$ cat src/rtl/ir_format_pkg.sv
// Shared IR instruction-format definitions used by the encode (assembler) and decode (field select) paths.
package ir_format_pkg;

  localparam int IR_W    = 32;
  localparam int OP_W    = 5;
  localparam int REG_W   = 4;
  localparam int CONST_W = 19;

  localparam int OP_MSB = 31;
  localparam int OP_LSB = 27;
  localparam int RA_MSB = 26;
  localparam int RA_LSB = 23;
  localparam int RB_MSB = 22;
  localparam int RB_LSB = 19;
  localparam int RC_MSB = 18;
  localparam int RC_LSB = 15;
  localparam int C_MSB  = 18;
  localparam int C_LSB  = 0;

  typedef enum logic [1:0] {
    FMT_R = 2'd0,
    FMT_I = 2'd1,
    FMT_B = 2'd2,
    FMT_J = 2'd3
  } fmt_e;

  typedef enum logic [1:0] {
    ST_IDLE,
    ST_CHECK,
    ST_WRITE
  } state_e;

  // A 32-bit constant fits the signed 19-bit field when bits 31..18 are all copies of the sign.
  function automatic logic imm_fits(input logic [IR_W-1:0] imm);
    return (&imm[IR_W-1:CONST_W-1]) | ~(|imm[IR_W-1:CONST_W-1]);
  endfunction

endpackage

$ cat src/rtl/instruction_word_assembler_if.sv
// Field-set handshake from the loader plus the instruction-memory write port.
interface instruction_word_assembler_if #(
  parameter int ADDR_W = 9
);
  import ir_format_pkg::*;

  logic                 in_valid;
  logic                 in_ready;
  fmt_e                 fmt;
  logic [OP_W-1:0]      opcode;
  logic [REG_W-1:0]     ra;
  logic [REG_W-1:0]     rb;
  logic [REG_W-1:0]     rc;
  logic [IR_W-1:0]      imm;
  logic                 load_addr;
  logic [ADDR_W-1:0]    start_addr;
  logic [ADDR_W-1:0]    mem_addr;
  logic [IR_W-1:0]      mem_data;
  logic                 mem_wr;
  logic                 mem_ack;

  // slave: the assembler; master: the loader and memory around it.
  modport slave (
    input  in_valid, fmt, opcode, ra, rb, rc, imm, load_addr, start_addr, mem_ack,
    output in_ready, mem_addr, mem_data, mem_wr
  );

  modport master (
    output in_valid, fmt, opcode, ra, rb, rc, imm, load_addr, start_addr, mem_ack,
    input  in_ready, mem_addr, mem_data, mem_wr
  );

endinterface

$ cat src/rtl/instruction_word_assembler_packer.sv
// ir_field_packer: combinational encode of decoded fields into one IR word, with constant range check.
module ir_field_packer
  import ir_format_pkg::*;
(
  input  fmt_e              i_fmt,
  input  logic [OP_W-1:0]   i_opcode,
  input  logic [REG_W-1:0]  i_ra,
  input  logic [REG_W-1:0]  i_rb,
  input  logic [REG_W-1:0]  i_rc,
  input  logic [IR_W-1:0]   i_imm,
  output logic [IR_W-1:0]   o_word,
  output logic              o_range_ok
);

  always_comb begin
    // NOTE: every output gets a default first so no path through the case infers a latch.
    o_word                = '0;
    o_range_ok            = 1'b1;
    o_word[OP_MSB:OP_LSB] = i_opcode;
    o_word[RA_MSB:RA_LSB] = i_ra;
    case (i_fmt)
      FMT_R: begin
        o_word[RB_MSB:RB_LSB] = i_rb;
        o_word[RC_MSB:RC_LSB] = i_rc;
      end
      FMT_I, FMT_B: begin
        o_word[RB_MSB:RB_LSB] = i_rb;
        o_word[C_MSB:C_LSB]   = i_imm[CONST_W-1:0];
        o_range_ok            = imm_fits(i_imm);
      end
      default: ;
    endcase
  end

endmodule

$ cat src/rtl/instruction_word_assembler.sv
// Accepts decoded field sets, packs them into IR words and writes them sequentially to instruction memory.
module instruction_word_assembler
  import ir_format_pkg::*;
#(
  parameter int ADDR_W  = 9,
  parameter int TIMEOUT = 15
) (
  input  logic                        clock,
  input  logic                        clear,
  instruction_word_assembler_if.slave bus,
  output logic [9:0]                  words_written,
  output logic                        err,
  output logic                        busy
);

  localparam int TMR_W = $clog2(TIMEOUT + 1);

  state_e             r_state;
  fmt_e               r_fmt;
  logic [OP_W-1:0]    r_opcode;
  logic [REG_W-1:0]   r_ra;
  logic [REG_W-1:0]   r_rb;
  logic [REG_W-1:0]   r_rc;
  logic [IR_W-1:0]    r_imm;
  logic [ADDR_W-1:0]  r_ptr;
  logic [TMR_W-1:0]   r_timer;
  logic               r_in_ready;
  logic               r_mem_wr;
  logic [ADDR_W-1:0]  r_mem_addr;
  logic [IR_W-1:0]    r_mem_data;
  logic [9:0]         r_count;
  logic               r_err;
  logic               r_busy;

  logic [IR_W-1:0]    w_word;
  logic               w_range_ok;

  ir_field_packer u_packer (
    .i_fmt      (r_fmt),
    .i_opcode   (r_opcode),
    .i_ra       (r_ra),
    .i_rb       (r_rb),
    .i_rc       (r_rc),
    .i_imm      (r_imm),
    .o_word     (w_word),
    .o_range_ok (w_range_ok)
  );

  // NOTE: all state uses non-blocking assignments so every register samples pre-edge values.
  always_ff @(posedge clock) begin
    if (clear) begin
      r_state    <= ST_IDLE;
      r_fmt      <= FMT_R;
      r_opcode   <= '0;
      r_ra       <= '0;
      r_rb       <= '0;
      r_rc       <= '0;
      r_imm      <= '0;
      r_ptr      <= '0;
      r_timer    <= '0;
      r_in_ready <= 1'b1;
      r_mem_wr   <= 1'b0;
      r_mem_addr <= '0;
      r_mem_data <= '0;
      r_count    <= '0;
      r_err      <= 1'b0;
      r_busy     <= 1'b0;
    end else begin
      r_err <= 1'b0;
      case (r_state)
        ST_IDLE: begin
          if (bus.load_addr) r_ptr <= bus.start_addr;
          if (bus.in_valid) begin
            r_fmt      <= bus.fmt;
            r_opcode   <= bus.opcode;
            r_ra       <= bus.ra;
            r_rb       <= bus.rb;
            r_rc       <= bus.rc;
            r_imm      <= bus.imm;
            r_state    <= ST_CHECK;
            r_in_ready <= 1'b0;
            r_busy     <= 1'b1;
          end
        end
        ST_CHECK: begin
          if (w_range_ok) begin
            r_mem_data <= w_word;
            r_mem_addr <= r_ptr;
            r_mem_wr   <= 1'b1;
            r_timer    <= '0;
            r_state    <= ST_WRITE;
          end else begin
            r_err      <= 1'b1;
            r_state    <= ST_IDLE;
            r_in_ready <= 1'b1;
            r_busy     <= 1'b0;
          end
        end
        ST_WRITE: begin
          // An ack in the final allowed cycle wins over the timeout.
          if (bus.mem_ack) begin
            r_ptr      <= r_ptr + ADDR_W'(1);
            if (r_count != 10'd1023) r_count <= r_count + 10'd1;
            r_mem_wr   <= 1'b0;
            r_state    <= ST_IDLE;
            r_in_ready <= 1'b1;
            r_busy     <= 1'b0;
          end else if (r_timer == TMR_W'(TIMEOUT - 1)) begin
            r_err      <= 1'b1;
            r_mem_wr   <= 1'b0;
            r_state    <= ST_IDLE;
            r_in_ready <= 1'b1;
            r_busy     <= 1'b0;
          end else begin
            r_timer <= r_timer + 1'b1;
          end
        end
        default: begin
          r_state    <= ST_IDLE;
          r_mem_wr   <= 1'b0;
          r_in_ready <= 1'b1;
          r_busy     <= 1'b0;
        end
      endcase
    end
  end

  assign bus.in_ready  = r_in_ready;
  assign bus.mem_wr    = r_mem_wr;
  assign bus.mem_addr  = r_mem_addr;
  assign bus.mem_data  = r_mem_data;
  assign words_written = r_count;
  assign err           = r_err;
  assign busy          = r_busy;

endmodule

$ cat src/flat_wrapper.sv
// flat-port wrapper written by rule: the top's interface ports become plain ports
module instruction_word_assembler_flat import ir_format_pkg::*;
#(
  parameter int ADDR_W  = 9,
  parameter int TIMEOUT = 15
)
  (clock, clear, words_written, err, busy, bus_in_valid, bus_fmt, bus_opcode, bus_ra, bus_rb, bus_rc, bus_imm, bus_load_addr, bus_start_addr, bus_mem_ack, bus_in_ready, bus_mem_addr, bus_mem_data, bus_mem_wr);
  instruction_word_assembler_if #(.ADDR_W(ADDR_W)) bus_i ();
  input  logic clock;
  input  logic clear;
  output logic [9:0] words_written;
  output logic err;
  output logic busy;
  input wire logic [$bits(bus_i.in_valid)-1:0] bus_in_valid;
  input wire logic [$bits(bus_i.fmt)-1:0] bus_fmt;
  input wire logic [$bits(bus_i.opcode)-1:0] bus_opcode;
  input wire logic [$bits(bus_i.ra)-1:0] bus_ra;
  input wire logic [$bits(bus_i.rb)-1:0] bus_rb;
  input wire logic [$bits(bus_i.rc)-1:0] bus_rc;
  input wire logic [$bits(bus_i.imm)-1:0] bus_imm;
  input wire logic [$bits(bus_i.load_addr)-1:0] bus_load_addr;
  input wire logic [$bits(bus_i.start_addr)-1:0] bus_start_addr;
  input wire logic [$bits(bus_i.mem_ack)-1:0] bus_mem_ack;
  output wire logic [$bits(bus_i.in_ready)-1:0] bus_in_ready;
  output wire logic [$bits(bus_i.mem_addr)-1:0] bus_mem_addr;
  output wire logic [$bits(bus_i.mem_data)-1:0] bus_mem_data;
  output wire logic [$bits(bus_i.mem_wr)-1:0] bus_mem_wr;
  assign bus_i.in_valid = bus_in_valid;
  assign bus_i.fmt = bus_fmt;
  assign bus_i.opcode = bus_opcode;
  assign bus_i.ra = bus_ra;
  assign bus_i.rb = bus_rb;
  assign bus_i.rc = bus_rc;
  assign bus_i.imm = bus_imm;
  assign bus_i.load_addr = bus_load_addr;
  assign bus_i.start_addr = bus_start_addr;
  assign bus_i.mem_ack = bus_mem_ack;
  assign bus_in_ready = bus_i.in_ready;
  assign bus_mem_addr = bus_i.mem_addr;
  assign bus_mem_data = bus_i.mem_data;
  assign bus_mem_wr = bus_i.mem_wr;
  instruction_word_assembler #(.ADDR_W(ADDR_W), .TIMEOUT(TIMEOUT)) u_core (.clock(clock), .clear(clear), .bus(bus_i), .words_written(words_written), .err(err), .busy(busy));
endmodule
$ cat config.mk
export PLATFORM = sky130hd
export DESIGN_NAME = instruction_word_assembler_flat
export DESIGN_NICKNAME = d
export VERILOG_FILES = /design/src/rtl/ir_format_pkg.sv /design/src/rtl/instruction_word_assembler_if.sv /design/src/rtl/instruction_word_assembler_packer.sv /design/src/rtl/instruction_word_assembler.sv /design/src/flat_wrapper.sv
export SDC_FILE = /design/constraint.sdc
export NUM_CORES = 1
export LEC_CHECK = 0
export BUFFER_PORTS_ARGS = -buffer_cell sky130_fd_sc_hd__buf_2
export CAP_MARGIN = 0
export CORE_AREA = 3 3 136 98
export CTS_CLUSTER_DIAMETER = 100
export DETAILED_ROUTE_END_ITERATION = 8
export DIE_AREA = 0 0 139 101
export PLACE_DENSITY = 0.68
export SLEW_MARGIN = 20
export SYNTH_ARGS = -nofsm -noshare
export SYNTH_HDL_FRONTEND = slang
export SYNTH_SLANG_ARGS = --single-unit
$ cat constraint.sdc
create_clock -name clock -period 3.1 [get_ports clock]
set_input_delay 0.31 -clock clock [delete_from_list [all_inputs] [get_ports clock]]
set_output_delay 0.31 -clock clock [all_outputs]
set_load 0.01 [all_outputs]
==> impl_results.md <==
- PwrDens: 662 mW/mm^2
- Critical path start-end classification: reg -> reg
- Hold_sp: bus_opcode[1]
- Period utilization: 74.6%
- Starting Density: around two fifths
- Initial antenna violation count: 0
- Remaining global-route overflow: 0
- Netlist cell types: 44
- Syn Area/Cell: 7.92 sq um
- RD Place Congestion: 0.847
- Residual DRC: 0
- Detail Route Antenna Nets: 0
- Arr. time, crit path: 2.64 ns
- Hold Path End: u_core.r_opcode[1]
- Met1 usage: 24.1%
- Post-DP HPWL: around 8.8 mm
- First-pass GRT wire length: 20.7 mm
- Post-CTS Setup Bufs: 0
- RSZ-0062 raised after global routing: no
- Max Freq: 432 MHz
- Pint: about 3.0 mW
- Sequential Power Share: 42.3%
- Worst-margin pin slew: 0.955 ns
- Syn Nets: between 600 and 700
- Clk buf depth: 2
- Worst hold stages: 3
- Worst reg2reg path endpoint: u_core.bus.mem_data[12]
- Slowest stage cell, crit path: a21oi_4
- Total wire length: 12.6 mm
- Overall global routing resource usage: 18.0%
- DRC marker count from the first detailed-route iteration: 296
- Antenna Cells: 0
- Largest net degree at the start of global routing: 53
- Register bit count reported by yosys: 121
- Clk pwr share: 46.7%
- Sequence of cells on the critical path: nor4_1, nand4_1, a21oi_4, buf_4, nand3_1, a21oi_1
- Share of cells above drive strength 1: 21.9%
- I/O pins: 120
- Die H: 101 microns
- CP max FO: 28
- Chip width: 139 microns
- Met3 GRT Util: 6.12%
- Setup Skew: around 0.0053 ns
- CTS tree: yes
- Status: finished, final reports clean
- Via count: 4535
- Cell count after synthesis: 609
- WP data required: 3.43 ns
- CTS clk-pin slew, worst paths: 0.05 ns
- CTS root buf: clkbuf_16
- Setup TNS: 0 ns
- Psw: 1.02 mW
- R2R setup slack: 0.79 ns
- Worst IR Drop VDD: 486 uV
- Met2 GRT Util: 27.2%
- Resize count post-CTS: 0
- Die area: 0.0140 sq mm
- RR Startpoint: u_core.r_imm[22]
- Final #Nets: around 790
- Total power: roughly 4.0 mW
- Crit. Startpoint: u_core.r_imm[22]
- CTS Hold Bufs: 0
- Core footprint: 0.0123 sq mm
- Sw Share: 25.2%
- Final setup vio count: 0
- Combinational share of power: a little over a tenth
- CP max stage delay: 0.46 ns
- Latest clock arrival within the worst-skew pair: 0.40 ns
- LEAKAGE: 2.49 nW
- Final Max Tran Viols: 0
- Post-Syn Area: 0.00482 sq mm
- Max-slew headroom: 36.1%
- Worst Setup Start Kind: register
- Crit. End Element: register
- YS warnings: 0
- Row count: 34
- Via density: 5.10
- Final min period: around 2.3 ns
- Most crowded layer after global routing: met2
- TritonRoute pass-1 iters: 5
- Hold Slack: roughly 0.14 ns
- # clock sinks: roughly 120
- Final hold violation count: 0
- Wire per inst: 14.1 microns
- Cells on worst reg2reg path: 6
- Port-buffer cells: 119
- Cts bufs inserted: 17
- # H-tree levels: 4
- MaxCap Viol Count: 0
- Vias in the first global route: ~4300
- Hold Crit Class: in -> reg
- Synth-to-layout area growth: 26.1%
- Seq/Total Area, Yosys: 50.2%
- Fillers: 1206
- Final Util: 49.6%
==> cells by family (layout without fill, tap and decap cells) <==
kind of cell / Yosys count / after routing / share of synthesized area, %
AND/OR/NAND/NOR: 276 / 276 / 24.7
AO/OA/AOI/OAI: 144 / 144 / 16.5
flip-flops: 121 / 121 / 50.2
buffers and inverters: 48 / 166 / 4.18
adder cells (fa/ha/maj): 9 / 9 / 2.34
XOR/XNOR: 8 / 8 / 1.45
multiplexers: 3 / 3 / 0.623
==> per-stage QoR <==
step | instances | worst slack, ns | area (sq um)
after global placement | 857 | 0.937 | 5520
after floorplan | 609 | 1.25 | 4820
after CTS | 889 | 0.825 | 6080
final | 889 | 0.787 | 6080
after detailed placement | 857 | 0.850 | 5520
after global routing | 889 | 0.522 | 6080
==> how the worst max path moves through the flow <==
stage	end	slack [ns]	cells past startpoint
floorplan	u_core.r_timer[3]	1.25	7
global placement	u_core.bus.mem_data[12]	0.94	6
detailed placement	u_core.bus.mem_data[26]	0.85	7
CTS	u_core.bus.mem_data[26]	0.82	7
global route	u_core.r_ptr[0]	0.52	6
finish	u_core.bus.mem_data[12]	0.79	6
==> layout by cell type (no fill, tap or decap), drive strengths merged, types with 3 or more instances in the layout <==
cell type,instances
a211oi,5
a21oi,106
a22oi,6
a31oi,3
and4,4
buf,125
clkbuf,23
clkinv,6
dfxtp,121
ha,9
inv,9
mux2i,3
nand2,183
nand3,32
nand3b,4
nand4,6
nor2,22
nor2b,4
nor3,3
nor4,3
o21ai,11
or3,7
xor2,7
==> cell usage after synthesis <==
cell | count | area, sq um
o22ai_1 | 2 | 12.5
dfxtp_1 | 121 | 2420
a31o_1 | 1 | 8.76
nand4_1 | 6 | 37.5
o41a_1 | 1 | 11.3
nor4_1 | 3 | 18.8
inv_1 | 9 | 33.8
nand4b_1 | 1 | 8.76
nor2_1 | 22 | 82.6
and3_1 | 1 | 6.26
o2bb2ai_1 | 2 | 17.5
nor3b_1 | 1 | 7.51
a211oi_1 | 5 | 37.5
or3_2 | 1 | 7.51
buf_1 | 1 | 3.75
nor2b_1 | 4 | 25.0
a31oi_1 | 3 | 18.8
clkbuf_8 | 1 | 13.8
nand2b_1 | 2 | 12.5
buf_2 | 3 | 15.0
and2_1 | 1 | 6.26
mux2i_1 | 3 | 30.0
a21oi_1 | 106 | 531
xor2_1 | 7 | 61.3
o21a_1 | 1 | 7.51
buf_6 | 1 | 11.3
nand3_1 | 32 | 160
and4_1 | 4 | 35.0
nand2_1 | 183 | 687
a221oi_1 | 1 | 8.76
a211o_1 | 1 | 8.76
o21ai_0 | 11 | 55.1
a22oi_1 | 6 | 45.0
xnor2_1 | 1 | 8.76
clkbuf_1 | 33 | 124
or3_1 | 6 | 37.5
or4_1 | 1 | 7.51
nand3b_1 | 4 | 30.0
nor3_1 | 3 | 15.0
a21boi_0 | 1 | 7.51
o31ai_1 | 2 | 15.0
a21o_2 | 1 | 8.76
and2_2 | 1 | 7.51
ha_1 | 9 | 113
==> sequential cells by signal, summed over array words and instances (netlist names), 5 cells and up <==
register              count
u_core.r_opcode           5
u_core.r_imm             32
u_core.bus.mem_data      32
u_core.r_ptr              9
u_core.bus.mem_addr       9
u_core.words_written     10
==> power groups by stage <==
stage	Clock, mW	Sequential [mW]	Combinational [mW]
detailed placement	0	1.73	0.445
global route	2.00	1.71	0.505
finish	1.88	1.70	0.444
global placement	0	1.73	0.432
CTS	1.92	1.70	0.448
floorplan	0	1.73	0.292
==> metal layers <==
layer  up-vias  routed length [microns]  part of all wire, %
li1       2280                        -                    -
met1      2101                     5980                   48
met2       130                     5600                   45
met3        24                      739                  5.9
met4         0                      248                  2.0
met5         -                        0                    0
==> critical path: cells and delay by family, from the launching register on <==
family                 cells  cell delay (ns)
DFF                        1             0.32
AOI/OAI and AO/OA          2             0.61
buffers and inverters      1             0.39
and+or+nand+nor            3             0.89
==> final cells by class <==
| class | instances | area (sq um) | area share (%) |
|---|---|---|---|
| timing repair buffer | 125 | 643 | 10.6 |
| clock inverter | 9 | 97.6 | 1.60 |
| inverter | 9 | 33.8 | 0.556 |
| sequential | 121 | 2420 | 39.8 |
| multi-input combinational | 440 | 2210 | 36.4 |
| tap | 162 | 203 | 3.33 |
| clock buffer | 23 | 468 | 7.70 |
Power figures use the tool's default switching activity.
